===== src/rtl/sram_like_pkg.sv =====
// rtl/sram_like_pkg.sv - shared types and constants for the SRAM-like request/response protocol
package sram_like_pkg;

  localparam logic [1:0] SIZE_BYTE = 2'd0;
  localparam logic [1:0] SIZE_HALF = 2'd1;
  localparam logic [1:0] SIZE_WORD = 2'd2;

  localparam int DEPTH_MAX = 4;

  // One queued response: the write flag travels with the data so writes return zero
  typedef struct packed {
    logic        wr;
    logic [31:0] data;
  } rsp_t;

endpackage


===== src/rtl/sram_rsp_fifo.sv =====
// rtl/sram_rsp_fifo.sv - in-order response FIFO holding responses that could not bypass
module sram_rsp_fifo
  import sram_like_pkg::*;
#(
  parameter int DEPTH = 2
) (
  input  logic clk,
  input  logic rst,
  input  logic i_push,
  input  rsp_t i_data,
  input  logic i_pop,
  output rsp_t o_data,
  output logic o_full,
  output logic o_empty
);

  localparam int PW = (DEPTH > 1) ? $clog2(DEPTH) : 1;
  localparam int CW = $clog2(DEPTH + 1);

  rsp_t          r_mem [DEPTH];
  logic [PW-1:0] r_wr_ptr;
  logic [PW-1:0] r_rd_ptr;
  logic [CW-1:0] r_count;

  // Pointers wrap at DEPTH, which need not be a power of two
  function automatic logic [PW-1:0] ptr_inc(input logic [PW-1:0] p);
    return (p == PW'(DEPTH - 1)) ? '0 : p + 1'b1;
  endfunction

  assign o_full  = (r_count == CW'(DEPTH));
  assign o_empty = (r_count == '0);
  assign o_data  = r_mem[r_rd_ptr];

  // Storage needs no reset; only the pointers define what is valid
  always_ff @(posedge clk) begin
    if (i_push) r_mem[r_wr_ptr] <= i_data;
  end

  // Pointer and occupancy bookkeeping; push and pop together leave the count unchanged
  always_ff @(posedge clk or posedge rst) begin
    if (rst) begin
      r_wr_ptr <= '0;
      r_rd_ptr <= '0;
      r_count  <= '0;
    end else begin
      if (i_push) r_wr_ptr <= ptr_inc(r_wr_ptr);
      if (i_pop)  r_rd_ptr <= ptr_inc(r_rd_ptr);
      if (i_push && !i_pop)      r_count <= r_count + 1'b1;
      else if (i_pop && !i_push) r_count <= r_count - 1'b1;
    end
  end

  a_no_overflow : assert property (@(posedge clk) disable iff (rst) !(i_push && o_full && !i_pop));
  a_no_underflow : assert property (@(posedge clk) disable iff (rst) !(i_pop && o_empty));

endmodule


===== src/rtl/inst_sram_responder.sv =====
// rtl/inst_sram_responder.sv - SRAM-like responder; SRAM_RSP_RAND_DELAY_EN adds LFSR stalls and response holds
module inst_sram_responder
  import sram_like_pkg::*;
#(
  parameter int          DEPTH     = 2,
  parameter int          RAM_AW    = 16,
  parameter logic [15:0] LFSR_SEED = 16'hACE1
) (
  input  logic              clk,
  input  logic              reset,
  input  logic              req,
  input  logic              wr,
  input  logic [1:0]        size,
  input  logic [3:0]        wstrb,
  input  logic [31:0]       addr,
  input  logic [31:0]       wdata,
  output logic              addr_ok,
  output logic              data_ok,
  output logic [31:0]       rdata,
  output logic              ram_en,
  output logic [3:0]        ram_we,
  output logic [RAM_AW-1:0] ram_addr,
  output logic [31:0]       ram_wdata,
  input  logic [31:0]       ram_rdata
);

  localparam int CW = $clog2(DEPTH + 1);

  logic          r_addr_ok;
  logic          r_pend;
  logic          r_pend_wr;
  logic [CW-1:0] r_cnt;

  logic          w_accept;
  logic          w_head_valid;
  logic          w_emit;
  logic          w_push;
  logic          w_pop;
  logic          w_fifo_full;
  logic          w_fifo_empty;
  logic          w_stall_next;
  logic          w_hold_zero;
  logic [CW-1:0] w_cnt_next;
  rsp_t          w_push_data;
  rsp_t          w_head;
  logic          w_unused_bits;

  assign w_accept  = req && r_addr_ok;
  assign addr_ok   = r_addr_ok;
  assign ram_en    = w_accept;
  assign ram_we    = (w_accept && wr) ? wstrb : 4'b0000;
  assign ram_addr  = addr[RAM_AW+1:2];
  assign ram_wdata = wdata;

  // The request accepted last cycle has its RAM data now; it bypasses only when nothing is queued ahead
  assign w_push_data.wr   = r_pend_wr;
  assign w_push_data.data = r_pend_wr ? 32'h0 : ram_rdata;
  assign w_head_valid     = r_pend || !w_fifo_empty;
  assign w_emit           = w_head_valid && w_hold_zero;
  assign w_pop            = w_emit && !w_fifo_empty;
  assign w_push           = r_pend && !(w_emit && w_fifo_empty);
  assign data_ok          = w_emit;

  // Response data mux: queued head first, else the bypassed fresh response
  always_comb begin
    rdata = 32'h0;
    if (w_emit) rdata = w_fifo_empty ? w_push_data.data : w_head.data;
  end

  // Outstanding count after this cycle's accept and response
  always_comb begin
    w_cnt_next = r_cnt;
    if (w_accept && !w_emit)      w_cnt_next = r_cnt + 1'b1;
    else if (w_emit && !w_accept) w_cnt_next = r_cnt - 1'b1;
  end

`ifdef SRAM_RSP_RAND_DELAY_EN
  logic [15:0] r_lfsr;
  logic [15:0] w_lfsr_next;
  logic [1:0]  r_hold;
  logic        r_hold_armed;

  assign w_lfsr_next  = {r_lfsr[14:0], r_lfsr[15] ^ r_lfsr[13] ^ r_lfsr[12] ^ r_lfsr[10]};
  assign w_stall_next = w_lfsr_next[1] & w_lfsr_next[0];
  // A fresh head samples its extra hold from the LFSR; an armed head waits for the countdown
  assign w_hold_zero  = r_hold_armed ? (r_hold == 2'd0) : (r_lfsr[3:2] == 2'd0);

  // Free-running LFSR and per-head hold countdown
  always_ff @(posedge clk or posedge reset) begin
    if (reset) begin
      r_lfsr       <= LFSR_SEED;
      r_hold       <= 2'd0;
      r_hold_armed <= 1'b0;
    end else begin
      r_lfsr <= w_lfsr_next;
      if (w_emit) begin
        r_hold_armed <= 1'b0;
      end else if (w_head_valid) begin
        r_hold_armed <= 1'b1;
        r_hold       <= r_hold_armed ? (r_hold - 2'd1) : (r_lfsr[3:2] - 2'd1);
      end
    end
  end
`else
  assign w_stall_next = 1'b0;
  assign w_hold_zero  = 1'b1;
`endif

  // addr_ok is registered from the next count, so a response never frees a slot in its own cycle
  always_ff @(posedge clk or posedge reset) begin
    if (reset) begin
      r_addr_ok <= 1'b0;
      r_pend    <= 1'b0;
      r_pend_wr <= 1'b0;
      r_cnt     <= '0;
    end else begin
      r_addr_ok <= (w_cnt_next < CW'(DEPTH)) && !w_stall_next;
      r_pend    <= w_accept;
      r_pend_wr <= wr;
      r_cnt     <= w_cnt_next;
    end
  end

  sram_rsp_fifo #(
    .DEPTH(DEPTH)
  ) u_fifo (
    .clk    (clk),
    .rst    (reset),
    .i_push (w_push),
    .i_data (w_push_data),
    .i_pop  (w_pop),
    .o_data (w_head),
    .o_full (w_fifo_full),
    .o_empty(w_fifo_empty)
  );

  // size and the byte-offset/upper address bits are informational only
  assign w_unused_bits = ^{size, addr[1:0], addr[31:RAM_AW+2], w_head.wr, w_fifo_full, LFSR_SEED};

endmodule


===== config.mk =====
export PLATFORM = sky130hd
export DESIGN_NAME = inst_sram_responder
export DESIGN_NICKNAME = d
export VERILOG_FILES = /design/src/rtl/sram_like_pkg.sv /design/src/rtl/sram_rsp_fifo.sv /design/src/rtl/inst_sram_responder.sv
export SDC_FILE = /design/constraint.sdc
export NUM_CORES = 1
export LEC_CHECK = 0
export ABC_CLOCK_PERIOD_IN_PS = 3400
export CAP_MARGIN = 10
export CORE_UTILIZATION = 30
export CTS_CLUSTER_SIZE = 28
export DETAILED_ROUTE_END_ITERATION = 12
export DONT_BUFFER_PORTS = 1
export HOLD_SLACK_MARGIN = 0.08
export PLACE_DENSITY_LB_ADDON = 0.2
export SYNTH_ARGS = -nofsm -noshare
export SYNTH_HDL_FRONTEND = slang
export SYNTH_SLANG_ARGS = --single-unit

===== constraint.sdc =====
create_clock -name clk -period 3.4 [get_ports clk]
set_input_delay 0.17 -clock clk [delete_from_list [all_inputs] [get_ports clk]]
set_output_delay 0.17 -clock clk [all_outputs]
set_load 0.03 [all_outputs]

## Yosys cells after proc, flatten, opt, wreduce, memory -nomap -nowiden

Memories as Yosys holds them, arrays and structs flattened.
Cells that the tools add are included.

- Add/subtract/negate cells: 6
- $lt $le $gt $ge: 1
- Muxes and demuxes: 12
- Reductions and logical operators: 18

Operator list:

| kind | number |
|---|---|
| $mux W32 | 3 |
| $logic_and A1 B1 Y1 | 9 |
| $mux W2 | 4 |
| $logic_not A1 Y1 | 6 |
| $add A2 B1 Y2 const B | 2 |
| $mux W1 | 4 |
| $mux W4 | 1 |
| $sub A2 B1 Y2 const B | 2 |
| $add A1 B1 Y1 const B | 2 |
| $logic_not A2 Y1 | 1 |
| $lt A2 B2 Y1 const B | 1 |
| $reduce_bool A2 Y1 | 1 |
| $logic_or A1 B1 Y1 | 1 |

- Flip-flop bits (word level): 9
- RAM bits: 66
- Input port bits: 106
- Word-level logic and storage cells: 45
- Memories: 1

Memory list:

| memory | words | bits a word | rd ports | clocked after Yosys merged registers in | wr ports | RTL line | RTL |
|---|---|---|---|---|---|---|---|
| u_fifo.r_mem | 2 | 33 | 1 | 0 | 1 | sram_rsp_fifo.sv:20 | `rsp_t r_mem [DEPTH];` |

## Logic depth before layout (Yosys ltp)

- Depth after elaboration: 10
- Mapped depth: 9

## By module

From an unflattened synthesis, not the netlist that was laid out.

- Cell total of the unflattened synthesis: 296
- Area total of the unflattened synthesis: 3991.3 um2

By module, submodules not included:

| module | times used | cells each | area an instance (um2) | seq. area each (um2) |
|---|---|---|---|---|
| sram_rsp_fifo | 1 | 120 | 2723.9 | 2082.0 |
| inst_sram_responder | 1 | 176 | 1267.5 | 125.1 |

## Worst setup path after synthesis

OpenSTA, ideal clock, no wires.

- Kind: register -> register
- From: reg u_fifo.r_count[0]
- To: mem u_fifo.r_mem[0][0] (netlist bit) (enable)
- Library setup time: 0.421 ns
- Arrival: 2.266 ns
- Data required time: 2.979 ns
- Slack: 0.713 ns
- Cell stages (with the launch flop): 6
- Buffers on the path: 1
- Path through: dfrtp_1 -> inv_1 -> ha_1 -> buf_2 -> nand2b_1 -> nor2_1

- Cells in the longest elaborated chain, start to end: 8

RTL lines:

| element | RTL line | RTL |
|---|---|---|
| from (decl) | sram_rsp_fifo.sv:23 | `logic [CW-1:0] r_count;` |
| from (signal assigned) | sram_rsp_fifo.sv:48 | `if (i_push && !i_pop) r_count <= r_count + 1'b1;` |
| from (signal assigned) | sram_rsp_fifo.sv:49 | `else if (i_pop && !i_push) r_count <= r_count - 1'b1;` |
| $logic_not A2 Y1 (*) | sram_rsp_fifo.sv:31 | `assign o_empty = (r_count == '0);` |
| $logic_not A1 Y1 | inst_sram_responder.sv:58 | `assign w_head_valid = r_pend \|\| !w_fifo_empty;` |
| $logic_or A1 B1 Y1 | inst_sram_responder.sv:58 |  |
| $logic_and A1 B1 Y1 (*) | inst_sram_responder.sv:61 | `assign w_push = r_pend && !(w_emit && w_fifo_empty);` |
| $logic_not A1 Y1 (*) | inst_sram_responder.sv:61 |  |
| $logic_and A1 B1 Y1 (*) | inst_sram_responder.sv:61 |  |
| $mux W1 (*) | sram_rsp_fifo.sv:36 | `if (i_push) r_mem[r_wr_ptr] <= i_data;` |
| $mux W1 (implied by the code) (*) | sram_rsp_fifo.sv:36 |  |
| to (decl) | sram_rsp_fifo.sv:20 |  |

Mark *: on every way between the ends. The rest lies on a longest branch, timed or not.

## Worst setup path in the final report

- From: reg u_fifo.r_count[0]
- To: out rdata[21]

- Cells in the longest elaborated chain, start to end: 4
- Elaborated cells on any way between the ends: 5
- Those cells by class: mux: 2; reduce/logical: 3

RTL lines:

| element | RTL line | RTL |
|---|---|---|
| $logic_not A2 Y1 (*) | sram_rsp_fifo.sv:31 |  |
| $logic_not A1 Y1 | inst_sram_responder.sv:58 |  |
| $logic_or A1 B1 Y1 | inst_sram_responder.sv:58 |  |
| $mux W32 (*) | inst_sram_responder.sv:67 | `if (w_emit) rdata = w_fifo_empty ? w_push_data.data : w_head.data;` |
| to (decl) | inst_sram_responder.sv:19 | `output logic [31:0] rdata,` |

Marks and branches as above.

==> flow_summary.json <==
{
  "tightest_slew_ns": 1.13,
  "place_ws_ns": 0.730,
  "ioPinCount": 193,
  "routed_wl_um": 7010,
  "seq_area_frac_synth": 0.584,
  "nets": 399,
  "final_cell_area_um2": 4030,
  "max-slew-margin-rel": 0.248,
  "layout.cells.non_filler": 442,
  "synth_ff_type": "edfxtp_1",
  "h-tree-depth": 3,
  "drive_gt1_frac": 0.186,
  "crit_chain": "inv_1, ha_1, nand2_1, buf_4, o32ai_1, buf_4",
  "antenna_left": 0,
  "coreArea_um2": 12000,
  "vias_per_cell": 4.76,
  "cts_buffers": 9,
  "initial_core_util": 0.308,
  "dp.cells": 424,
  "grt_pass1_wl_um": 11300,
  "clkLatencyLatePin_ns": 0.33,
  "final_core_util": 0.337,
  "rows": 40,
  "min_to": "u_fifo.r_mem[0][5]$_DFFE_PP_",
  "hold_viol_final": 0,
  "place_area_um2": 3700,
  "rr_startpoint": "u_fifo.r_count[0]$_DFFE_PP0P_",
  "yosys_warnings": 0,
  "die_area_um2": 12700,
  "setup_viol": 0,
  "required_ns": 3.23,
  "synthesis.area_um2": 3680,
  "fin_setup_tns_ns": 0,
  "critPathArrivalTime_ns": 2.76,
  "hp-class": "input pin to register",
  "grt_max_degree": 65,
  "outcome": "finished clean",
  "crit_slowest_cell": "nand2_1",
  "synth_edf_count": 64,
  "first_pass_iters": 4,
  "drt_iter0_drc": 99,
  "cp_max_fo": 17,
  "holdCritStartpoint": "ram_rdata[5]",
  "wire_per_inst_um": 15.9,
  "setup.worst_path.end_class": "primary output",
  "r2r_setup_slack_ns": 0.87,
  "grt_antenna_before_repair": 0,
  "crit_path_max_incr_delay_ns": 0.58,
  "n_antenna_cell": 0,
  "grt_setup_unrepaired": "no",
  "area_growth_syn_to_layout_pct": 9.52,
  "finalMaxSlewViolations": 0,
  "max_freq_mhz": 341,
  "setup_ws_ns": 0.468,
  "final_common_cell": "edfxtp_1",
  "postSynthCellCount": 307,
  "clock-sinks": 73,
  "ys_types": 22,
  "die_w_um": 113,
  "grtUsageTotal": 0.118,
  "maxCapViolations": 0,
  "most-common-layout-cells": "edfxtp_1, inv_1, nor2_1, buf_4",
  "ys_ff_latch": 73,
  "startpoint_type": "register",
  "drc": 0,
  "ir_drop_mv": 0.213,
  "fp.dieH_um": 113,
  "grt-ovfl-total": 0,
  "fin_skew_ns": 0.00772,
  "critPathMostFrequentCell": "buf_4",
  "rr_worst_depth": 9,
  "path_buf_inv": 3,
  "cts_tree": "built",
  "finalCritPeriodShare": 0.862,
  "hold_depth": 2,
  "cts_root_buf": "clkbuf_16",
  "clk_pin_slew_ns": 0.06,
  "async_reset_ff_frac": 0.123,
  "vias": 2103,
  "ctsLongestPathBuffers": 2,
  "leakage_uw": 0.00149,
  "post-dp-hpwl_um": 4310,
  "min_period_ns": 2.93,
  "p_per_area_nw_per_um2": 576,
  "place_congestion": 0.648,
  "port_buffers": 0,
  "postSynthAreaPerCell_um2": 12.0,
  "synth_nets": 416,
  "first_global_vias": 2156,
  "path_class": "register to primary output",
  "cp_top_family": "buffers and inverters"
}
## timing repair
item	CTS	global route
setup buffers	0	0
hold buffers	2	0
endpoints found under the hold margin	10	0
gates resized for setup	0	0
## power by group
part / leakage (uW) / switching [uW] / internal, uW / total (uW)
registers: 0.000698 / 42.0 / 992 / 1030
logic: 0.000638 / 197 / 102 / 298
clock network: 0.000152 / 348 / 638 / 986
total: 0.00149 / 587 / 1730 / 2320
## how the worst max path moves through the flow
stage,end,from,depth (start not counted)
floorplan,u_fifo.r_mem[0][0]$_DFFE_PP_,u_fifo.r_count[0]$_DFFE_PP0P_,5
global placement,rdata[21],u_fifo.r_count[0]$_DFFE_PP0P_,6
detailed placement,rdata[21],u_fifo.r_count[0]$_DFFE_PP0P_,6
CTS,rdata[21],u_fifo.r_count[0]$_DFFE_PP0P_,6
global route,rdata[22],u_fifo.r_count[0]$_DFFE_PP0P_,6
finish,rdata[21],u_fifo.r_count[0]$_DFFE_PP0P_,6
## per-stage QoR
step                      hold WS, ns  power, uW
after detailed placement       0.0538       1350
after global routing           0.0974       2410
final                          0.0968       2320
after floorplan              -0.00208       1370
after CTS                      0.0859       2350
after global placement         0.0465       1350
## cell usage after synthesis, types with 4 or more instances
library cell   n  area share
dfrtp_1        9       0.061
inv_1         39       0.040
nand2_1        5      0.0051
buf_2          8       0.011
nor2_1        38       0.039
and2_1         4      0.0068
buf_4         52        0.11
o32ai_1       32       0.076
nand2b_1       4      0.0068
xnor2_1        4      0.0095
edfxtp_1      64        0.52
mux2i_1       32       0.087
## kinds of logic (layout without fill, tap and decap cells)
group / count (synthesis) / count (layout) / share of synthesized area
XOR/XNOR: 4 / 4 / 0.00952
AO/OA/AOI/OAI: 37 / 37 / 0.0850
multiplexers: 32 / 32 / 0.0871
adder cells (fa/ha/maj): 3 / 3 / 0.0102
buffers and inverters: 105 / 93 / 0.163
AND/OR/NAND/NOR: 53 / 53 / 0.0616
flip-flops: 73 / 73 / 0.584
## routing by layer
layer,wire (um),up-vias,global-route usage
li1,-,997,-
met1,3100,1012,0.146
met2,3360,74,0.183
met3,370,20,0.0321
met4,183,0,0.0773
met5,0,-,0
## flip-flops by register name (all words and copies together), names as in the netlist, named ones only
| register | count |
|---|---|
| r_cnt | 1 |
| u_fifo.r_rd_ptr | 1 |
| r_pend | 1 |
| r_pend_wr | 1 |
| u_fifo.r_mem | 64 |
| u_fifo.r_count | 2 |
| u_fifo.r_wr_ptr | 1 |
| addr_ok | 1 |
## final cells by class
type | count | area [um^2]
Sequential cell | 73 | 2150
Clock inverter | 6 | 82.6
Clock buffer | 10 | 229
Fill cell | 1209 | 7930
Timing Repair Buffer | 38 | 290
Inverter | 39 | 146
Multi-Input combinational cell | 129 | 947
Tap cell | 147 | 184
(Power assumes the default switching activity.)
